File: src/rtl/neuron_if.sv
// Handshake bundle between the neuron and its neighbours in the datapath.
// inp: activations in, arg: weighted sum out, dlt: training delta in.
// The slave modport is the neuron's view; master is the surrounding datapath.
interface neuron_if;
    logic        inp_stb;
    logic [7:0]  inp_dat;
    logic        inp_rdy;
    logic        arg_stb;
    logic [15:0] arg_dat;
    logic        arg_rdy;
    logic        dlt_stb;
    logic [15:0] dlt_dat;
    logic        dlt_rdy;

    modport master (
        output inp_stb, inp_dat,
        input  inp_rdy,
        input  arg_stb, arg_dat,
        output arg_rdy,
        output dlt_stb, dlt_dat,
        input  dlt_rdy
    );

    modport slave (
        input  inp_stb, inp_dat,
        output inp_rdy,
        output arg_stb, arg_dat,
        input  arg_rdy,
        input  dlt_stb, dlt_dat,
        output dlt_rdy
    );
endinterface

File: src/rtl/neuron.sv
// Single trainable neuron: collects N unsigned Q0.8 activations, accumulates
// bias + sum(w*x), presents the Q8.8 sum downstream and, when training is
// enabled, takes a Q8.8 delta back and updates weights and bias in place.
// Optional macro NEURON_SATURATE_EN: clamp the output and weight/bias updates
// to the signed 16-bit range instead of wrapping.
module neuron #(
    parameter int unsigned N    = 2,
    parameter int unsigned RATE = 2
) (
    input  logic     clk_i,
    input  logic     rst_i,
    input  logic     en_i,
    neuron_if.slave  bus
);

    localparam int unsigned IdxW = $clog2(N + 1);
    localparam int unsigned AdrW = (N > 1) ? $clog2(N) : 1;

    localparam logic [IdxW-1:0] LastIdx = IdxW'(N - 1);
    localparam logic [IdxW-1:0] BiasIdx = IdxW'(N);
    localparam logic [IdxW-1:0] IdxOne  = IdxW'(1);

    localparam logic [1:0] StIn  = 2'd0;
    localparam logic [1:0] StArg = 2'd1;
    localparam logic [1:0] StDlt = 2'd2;
    localparam logic [1:0] StUpd = 2'd3;

    logic [1:0]          state_q, state_d;
    logic [IdxW-1:0]     idx_q, idx_d;
    logic signed [31:0]  acc_q, acc_d;
    logic signed [15:0]  w_q [N];
    logic signed [15:0]  w_d [N];
    logic signed [15:0]  b_q, b_d;
    logic [7:0]          x_q [N];
    logic [7:0]          x_d [N];
    logic signed [15:0]  dlt_q, dlt_d;

    // Clamp (or wrap) an 18-bit update sum back into a Q8.8 word.
    function automatic logic signed [15:0] upd_fn(input logic signed [17:0] s);
`ifdef NEURON_SATURATE_EN
        if (s > 18'sd32767) begin
            return 16'sh7FFF;
        end else if (s < -18'sd32768) begin
            return 16'sh8000;
        end else begin
            return s[15:0];
        end
`else
        return s[15:0];
`endif
    endfunction

    // Index into the N-entry arrays; only meaningful while idx_q < N.
    logic [AdrW-1:0] adr;
    assign adr = idx_q[AdrW-1:0];

    logic inp_ack, arg_ack, dlt_ack;
    assign inp_ack = bus.inp_stb & bus.inp_rdy;
    assign arg_ack = bus.arg_stb & bus.arg_rdy;
    assign dlt_ack = bus.dlt_stb & bus.dlt_rdy;

    // Forward MAC term: signed weight times zero-extended activation.
    logic signed [24:0] mac_prod;
    logic signed [31:0] mac_ext;
    assign mac_prod = w_q[adr] * $signed({1'b0, bus.inp_dat});
    assign mac_ext  = $signed({{7{mac_prod[24]}}, mac_prod});

    // Weight step: (dlt * x) >>> (8 + RATE); magnitude always fits 18 bits.
    logic signed [24:0] upd_prod;
    logic signed [24:0] upd_shift;
    logic signed [17:0] w_ext, w_inc, w_sum;
    assign upd_prod  = dlt_q * $signed({1'b0, x_q[adr]});
    assign upd_shift = upd_prod >>> (8 + RATE);
    assign w_ext     = $signed({{2{w_q[adr][15]}}, w_q[adr]});
    assign w_inc     = upd_shift[17:0];
    assign w_sum     = w_ext + w_inc;

    // Bias step: dlt >>> RATE.
    logic signed [17:0] b_ext, dlt_ext, b_inc, b_sum;
    assign b_ext   = $signed({{2{b_q[15]}}, b_q});
    assign dlt_ext = $signed({{2{dlt_q[15]}}, dlt_q});
    assign b_inc   = dlt_ext >>> RATE;
    assign b_sum   = b_ext + b_inc;

    // Bits that carry no information once the values are known to fit.
    logic unused_bits;
    assign unused_bits = ^{upd_shift[24:18], w_sum[17:16], b_sum[17:16]};

    // Output conversion of acc >>> 8 to Q8.8.
    logic [15:0] arg_val;
`ifdef NEURON_SATURATE_EN
    logic signed [23:0] acc_sh;
    assign acc_sh = acc_q[31:8];
    // Clamp the shifted accumulator into the signed 16-bit range.
    always_comb begin
        if (acc_sh > 24'sd32767) begin
            arg_val = 16'h7FFF;
        end else if (acc_sh < -24'sd32768) begin
            arg_val = 16'h8000;
        end else begin
            arg_val = acc_sh[15:0];
        end
    end
`else
    assign arg_val = acc_q[23:8];
`endif

    assign bus.inp_rdy = (state_q == StIn);
    assign bus.arg_stb = (state_q == StArg);
    assign bus.dlt_rdy = (state_q == StDlt);
    assign bus.arg_dat = arg_val;

    // Next-state logic: sample collection, output, delta capture, update sweep.
    always_comb begin
        state_d = state_q;
        idx_d   = idx_q;
        acc_d   = acc_q;
        w_d     = w_q;
        b_d     = b_q;
        x_d     = x_q;
        dlt_d   = dlt_q;
        case (state_q)
            StIn: begin
                if (inp_ack) begin
                    x_d[adr] = bus.inp_dat;
                    acc_d    = acc_q + mac_ext;
                    if (idx_q == LastIdx) begin
                        idx_d   = '0;
                        state_d = StArg;
                    end else begin
                        idx_d = idx_q + IdxOne;
                    end
                end
            end
            StArg: begin
                if (arg_ack) begin
                    if (en_i) begin
                        state_d = StDlt;
                    end else begin
                        acc_d   = $signed({{8{b_q[15]}}, b_q, 8'h00});
                        state_d = StIn;
                    end
                end
            end
            StDlt: begin
                if (dlt_ack) begin
                    dlt_d   = $signed(bus.dlt_dat);
                    state_d = StUpd;
                end
            end
            StUpd: begin
                if (idx_q != BiasIdx) begin
                    w_d[adr] = upd_fn(w_sum);
                    idx_d    = idx_q + IdxOne;
                end else begin
                    b_d     = upd_fn(b_sum);
                    // Next sample starts from the freshly updated bias.
                    acc_d   = $signed({{8{b_d[15]}}, b_d, 8'h00});
                    idx_d   = '0;
                    state_d = StIn;
                end
            end
            default: begin
                state_d = StIn;
                idx_d   = '0;
            end
        endcase
    end

    // State registers with synchronous active-high reset.
    always_ff @(posedge clk_i) begin
        if (rst_i) begin
            state_q <= StIn;
            idx_q   <= '0;
            acc_q   <= '0;
            w_q     <= '{default: '0};
            b_q     <= '0;
            x_q     <= '{default: '0};
            dlt_q   <= '0;
        end else begin
            state_q <= state_d;
            idx_q   <= idx_d;
            acc_q   <= acc_d;
            w_q     <= w_d;
            b_q     <= b_d;
            x_q     <= x_d;
            dlt_q   <= dlt_d;
        end
    end

endmodule
File: src/flat_wrapper.sv
// flat-port wrapper written by rule: the top's interface ports become plain ports
module neuron_flat 
#(
    parameter int unsigned N    = 2,
    parameter int unsigned RATE = 2
)
  (clk_i, rst_i, en_i, bus_inp_stb, bus_inp_dat, bus_inp_rdy, bus_arg_stb, bus_arg_dat, bus_arg_rdy, bus_dlt_stb, bus_dlt_dat, bus_dlt_rdy);
  neuron_if bus_i ();
  input  logic clk_i;
  input  logic rst_i;
  input  logic en_i;
  input wire logic [$bits(bus_i.inp_stb)-1:0] bus_inp_stb;
  input wire logic [$bits(bus_i.inp_dat)-1:0] bus_inp_dat;
  output wire logic [$bits(bus_i.inp_rdy)-1:0] bus_inp_rdy;
  output wire logic [$bits(bus_i.arg_stb)-1:0] bus_arg_stb;
  output wire logic [$bits(bus_i.arg_dat)-1:0] bus_arg_dat;
  input wire logic [$bits(bus_i.arg_rdy)-1:0] bus_arg_rdy;
  input wire logic [$bits(bus_i.dlt_stb)-1:0] bus_dlt_stb;
  input wire logic [$bits(bus_i.dlt_dat)-1:0] bus_dlt_dat;
  output wire logic [$bits(bus_i.dlt_rdy)-1:0] bus_dlt_rdy;
  assign bus_i.inp_stb = bus_inp_stb;
  assign bus_i.inp_dat = bus_inp_dat;
  assign bus_inp_rdy = bus_i.inp_rdy;
  assign bus_arg_stb = bus_i.arg_stb;
  assign bus_arg_dat = bus_i.arg_dat;
  assign bus_i.arg_rdy = bus_arg_rdy;
  assign bus_i.dlt_stb = bus_dlt_stb;
  assign bus_i.dlt_dat = bus_dlt_dat;
  assign bus_dlt_rdy = bus_i.dlt_rdy;
  neuron #(.N(N), .RATE(RATE)) u_core (.clk_i(clk_i), .rst_i(rst_i), .en_i(en_i), .bus(bus_i));
endmodule
File: config.mk
export PLATFORM = sky130hd
export DESIGN_NAME = neuron_flat
export DESIGN_NICKNAME = d
export VERILOG_FILES = /design/src/rtl/neuron_if.sv /design/src/rtl/neuron.sv /design/src/flat_wrapper.sv
export SDC_FILE = /design/constraint.sdc
export NUM_CORES = 1
export LEC_CHECK = 0
export ABC_AREA = 1
export CAP_MARGIN = 10
export CORE_UTILIZATION = 60
export DETAILED_ROUTE_END_ITERATION = 7
export PLACE_DENSITY = 0.74
export SYNTH_ARGS = -nofsm -noshare
export SYNTH_HDL_FRONTEND = slang
export SYNTH_SLANG_ARGS = --single-unit
File: constraint.sdc
create_clock -name clk_i -period 14.8 [get_ports clk_i]
set_input_delay 2.96 -clock clk_i [delete_from_list [all_inputs] [get_ports clk_i]]
set_output_delay 2.96 -clock clk_i [all_outputs]
set_load 0.1 [all_outputs]
Yosys cells after proc, flatten, opt, wreduce, memory -nomap -nowiden
Cells that the tools add are included.
- register bits: 116
- bits in latches: 0
- bits in writable memories: 0
- memory bits (read-only): 0
- input port bits: 30
- output and inout bits: 19
- memories: 0
- add/subtract/negate cells: 4
- multiply operators: 2
- div/mod/pow operators: 0
- $lt $le $gt $ge: 2
- equality and inequality tests: 11
- shifts and indexed selects: 0
- mux-type cells: 28
- bitwise gates (word level): 5
- reductions and logical operators: 11
- operators with widths (cell ; number):
    $mux 32 ; 4
    $pmux 32 s3 ; 1
    $mux 16 ; 4
    $mul 16x9->25 ; 2
    $add 32x25->32 ; 1
    $bwmux 32 ; 1
    $mux 8 ; 4
    $mux 2 ; 9
    $add 16x14->16 ; 1
    $add 16x15->16 ; 1
    $bwmux 16 ; 1
    $demux 16 s1 ; 1
    $ne 2x2->1 const B ; 7
    $reduce_and 2->1 ; 5
    $reduce_and 5->1 ; 2
    $demux 8 s1 ; 1
    $pmux 2 s4 ; 1
    $eq 2x1->1 const B ; 2
    $eq 2x2->1 const B ; 2
    $pmux 2 s2 ; 1
    $and 1x1->1 ; 3
    $reduce_bool 3->1 ; 1
    $add 2x1->2 const B ; 1
    $ge 2x2->1 const B ; 1
    other kinds (6) ; 6

Logic depth before layout (Yosys ltp)
- depth in word-level cells: 8
- depth in mapped cells: 38

Worst setup path before layout
OpenSTA, ideal clock, no wires.
- path kind: in2reg
- from: in bus_inp_dat[3]
- to: reg u_core.acc_q[23]
- data arrival time: 7276 ps
- required time: 14690 ps
- slack: 7414 ps
- cell stages on the path: 22
- cells stage by stage: clkinv_1 > clkbuf_1 > nor2_1 > fa_1 > inv_1 > fa_1 > inv_1 > fa_1 > fa_1 > fa_1 > ha_1 > nand2_1 > nor2_1 > inv_1 > nor3_1 > nand2_1 > nand3_1 > nor2_1 > o21ai_0 > nand3_1 > nand2_1 > inv_1
- word-level cells in the longest chain between the ends: 4
- ends and longest elaborated chain (element ; RTL line ; text):
    start, declared ; flat_wrapper.sv:13 ; input wire logic [$bits(bus_i.inp_dat)-1:0] bus_inp_dat;
    $mul 16x9->25 ; neuron.sv:65 ; assign mac_prod = w_q[adr] * $signed({1'b0, bus.inp_dat});
    $add 32x25->32 ; neuron.sv:126 ; acc_d = acc_q + mac_ext;
    $mux 32 ; neuron.sv:124 ; if (inp_ack) begin
    $pmux 32 s3 ; neuron.sv:122 ; case (state_q)
    end signal, assigned ; neuron.sv:175 ; acc_q <= '0;
    end signal, assigned ; neuron.sv:183 ; acc_q <= acc_d;
    end, declared ; neuron.sv:30 ; logic signed [31:0] acc_q, acc_d;
No other way between the ends. The select of a mux whose other input is x is not followed.
A chain may end at the register's enable or synchronous reset.

Worst setup path in the final report
- from: in bus_inp_dat[0]
- to: reg u_core.acc_q[20]
The elaborated chain is that of the path after synthesis.

==> run metrics <==
initial antenna violation count=0; Final WS setup=6230 ps; clock root cell=clkbuf_16; Hold WC Path Type=reg -> reg; Period minus WS final=8570 ps; synthesized net count=2509; top cells by area, synth=fa_1, dfxtp_1, inv_1; Die Span Y=163.7 um; vias per std cell=5.551; most common cell in the netlist=inv_1; Core Area=0.02540 mm2; drt pass-1 iters=5; clock skew=16.20 ps; IO Count=49; CTS tree=yes; critical path type=in -> reg; RSZ-0062 raised after global routing=false; HPWL after detailed placement=34550 um; crit path DAT=8810 ps; CTS max path bufs=2; total track usage=33.88%; NetSw=0.001566 W; first-pass GRT wire length=70010 um; Yosys top cell area share=28.33%; CP required=15040 ps; gpl congestion=0.9333; setup_tns=0 ps; Syn. warnings=0; Seq. cell area=0.002162 mm2; WP buf/inv=7; antenna diode count=0; Tcrit/Tclk final=57.91%; TritonCTS buffer count=9; critical path's slowest cell=clkdlybuf4s50_1; PD cells=163.4 mW/mm2; number of remaining DRC errors=0; cell family with most CP delay=adder cells; Yosys reg bits=108; synthesized area per cell=7.374 um2; worst r2r src=u_core.idx_q[0]; number of synthesized flops with an enable pin=0; grt total ovfl=0; Die W=163.7 um; clock latency on the worst-skew pair=380 ps; peak per-stage delay on the critical path=810 ps; NumNets Final=2512; IO buf count=48; die area=0.02679 mm2; sequential share of power=13.7%; pre-CTS setup slack=5952 ps; Initial Utilization=61.75%; Most used DFF post-synth=dfxtp_1; Layout Area Growth over Synthesis=5.895%; CP cell instances=clkdlybuf4s50_1, inv_1, nor2_1, inv_1, fa_1, inv_1, fa_1, inv_1, fa_1, inv_1, fa_1, fa_1, ha_1, nand2_1, nor2_1, inv_1, nor3_1, nand4_1, nand3_1, a21oi_1, o21ai_0, a21oi_1; CP max FO=15; critical path capture point type=flip-flop; synth unique cells=49; design area=0.01661 mm2; Placed Area=0.01632 mm2; via count=13.68k; CP startpoint=bus_inp_dat[0]; Synth Cell Area=0.01569 mm2; startpoint types=input pin; hold_buf cts=0; Mapped Cells=2127; status=completed; Leak=8.741 nW; clock share of power=9.5%; 1st-iter DRT viols=883; Max Cap Viol=0; Post-synth top cells=inv_1, nand2_1, nor2_1; clk slew on worst S/H paths=90 ps; Switching Share=57.70%; hold path start=u_core.w_q[2]; Max IR drop VDD=0.1921 mV; Hold Vio Cnt, Final=0; largest net degree at the start of global routing=50; Seq/Total Area, Yosys=13.78%; Slew HR=20.02%; area leader, netlist=fa_1; Post-CTS Setup Bufs=0; Least-Margin Pin Slew=1187 ps; area occupied by multi-input gates=0.01138 mm2; final antenna-violating net count=0; cell mode on critical path=inv_1; FILL cells=2310; post-layout util=65.39%; H-tree level count=3; layout cell share with drive strength beyond 1=3.466%; Internal=0.001148 W; final setup fails=0; WL final=42470 um; combinational power share=76.8%; Slew Viols, Final=0; ys async rst share=0%; vias in the first global route=13.70k; clock sink count=108; number of cells upsized or downsized after cts=0; routed length per instance=17.23 um; Tot Pwr=0.002714 W; row count=58; maximum clock rate=116.7 MHz
-- final cells by class --
cell class,instances,area share [%]
well taps,330,2.486
inverters,479,10.85
repair buffers,59,3.390
clock buffers,10,1.379
multi-input cells,1473,68.51
flip-flops and latches,108,13.02
clock inverters,6,0.3616
-- power groups by stage --
stage / logic, W / clock network, W / registers, W
after floorplan: 0.00152 / 0 / 0.000359
after global placement: 0.00201 / 0 / 0.000379
after detailed placement: 0.00203 / 0 / 0.000378
after CTS: 0.00207 / 0.000260 / 0.000372
after global routing: 0.00233 / 0.000266 / 0.000377
final: 0.00208 / 0.000257 / 0.000373
-- cell usage in the layout (no fill, tap or decap), types with 8 or more instances in the layout --
| cell type | count |
|---|---|
| nor3_1 | 8 |
| nand4_1 | 12 |
| a21oi_1 | 160 |
| ha_1 | 130 |
| nand2_1 | 335 |
| inv_1 | 463 |
| clkbuf_16 | 9 |
| dfxtp_1 | 108 |
| nor2_1 | 237 |
| o21ai_1 | 9 |
| fa_1 | 222 |
| a21o_1 | 13 |
| inv_2 | 12 |
| buf_4 | 11 |
| xnor2_1 | 17 |
| o21ai_0 | 132 |
| xor2_1 | 20 |
| or2_2 | 12 |
| nand3_1 | 80 |
| clkdlybuf4s50_1 | 48 |
| a31oi_1 | 8 |
| o211ai_1 | 12 |
-- metal layers --
layer / part of all wire (%) / wire length (um) / vias up / track usage [%]
met3: 8.2 / 3463 / 59 / 6.247
met1: 44 / 18540 / 6556 / 46.22
li1: - / - / 6567 / -
met4: 2.4 / 1032 / 0 / 9.680
met2: 46 / 19430 / 500 / 54.89
met5: 0 / 0 / - / 0
-- flip-flops by register name (all words and copies together), names as in the netlist, named ones only --
| register | count |
|---|---|
| u_core.state_q | 1 |
| u_core.b_q | 16 |
| u_core.x_q | 16 |
| u_core.acc_q | 24 |
| u_core.dlt_q | 16 |
| u_core.idx_q | 2 |
| u_core.w_q | 32 |
-- worst paths after layout --
path	endpoint	cells past startpoint	slack, ps
worst max-delay path	u_core.acc_q[20]	22	6230
worst min-delay path	u_core.w_q[2]	2	460
worst min register to register	u_core.w_q[2]	2	460
worst max register to register	u_core.w_q[13]	31	7530
-- per-stage QoR --
| step | instances | hold WS (ps) |
|---|---|---|
| global route | 2465 | 478.9 |
| global placement | 2449 | 440.0 |
| detailed placement | 2449 | 450.6 |
| finish | 2465 | 461.2 |
| floorplan | 2127 | 429.2 |
| CTS | 2465 | 463.2 |
-- worst register-to-register path: cells and delay by family, from the launching register on --
kind | cells | cell delay [ps]
AO/OA/AOI/OAI | 4 | 620
flip-flops | 1 | 360
XOR/XNOR | 1 | 280
buffers and inverters | 7 | 1320
adder cells (fa/ha/maj) | 6 | 2780
AND/OR/NAND/NOR | 13 | 1850
-- cell families (layout without fill, tap and decap cells) --
family          count (synthesis)  count (layout)  share of synthesized area (%)
xor+xnor                       37              37                          2.066
fa+ha+maj                     352             352                          38.70
compound gates                375             375                          13.19
buf+inv                       546             554                          13.69
simple gates                  709             709                          18.56
flops                         108             108                          13.78
(Power assumes the default switching activity.)
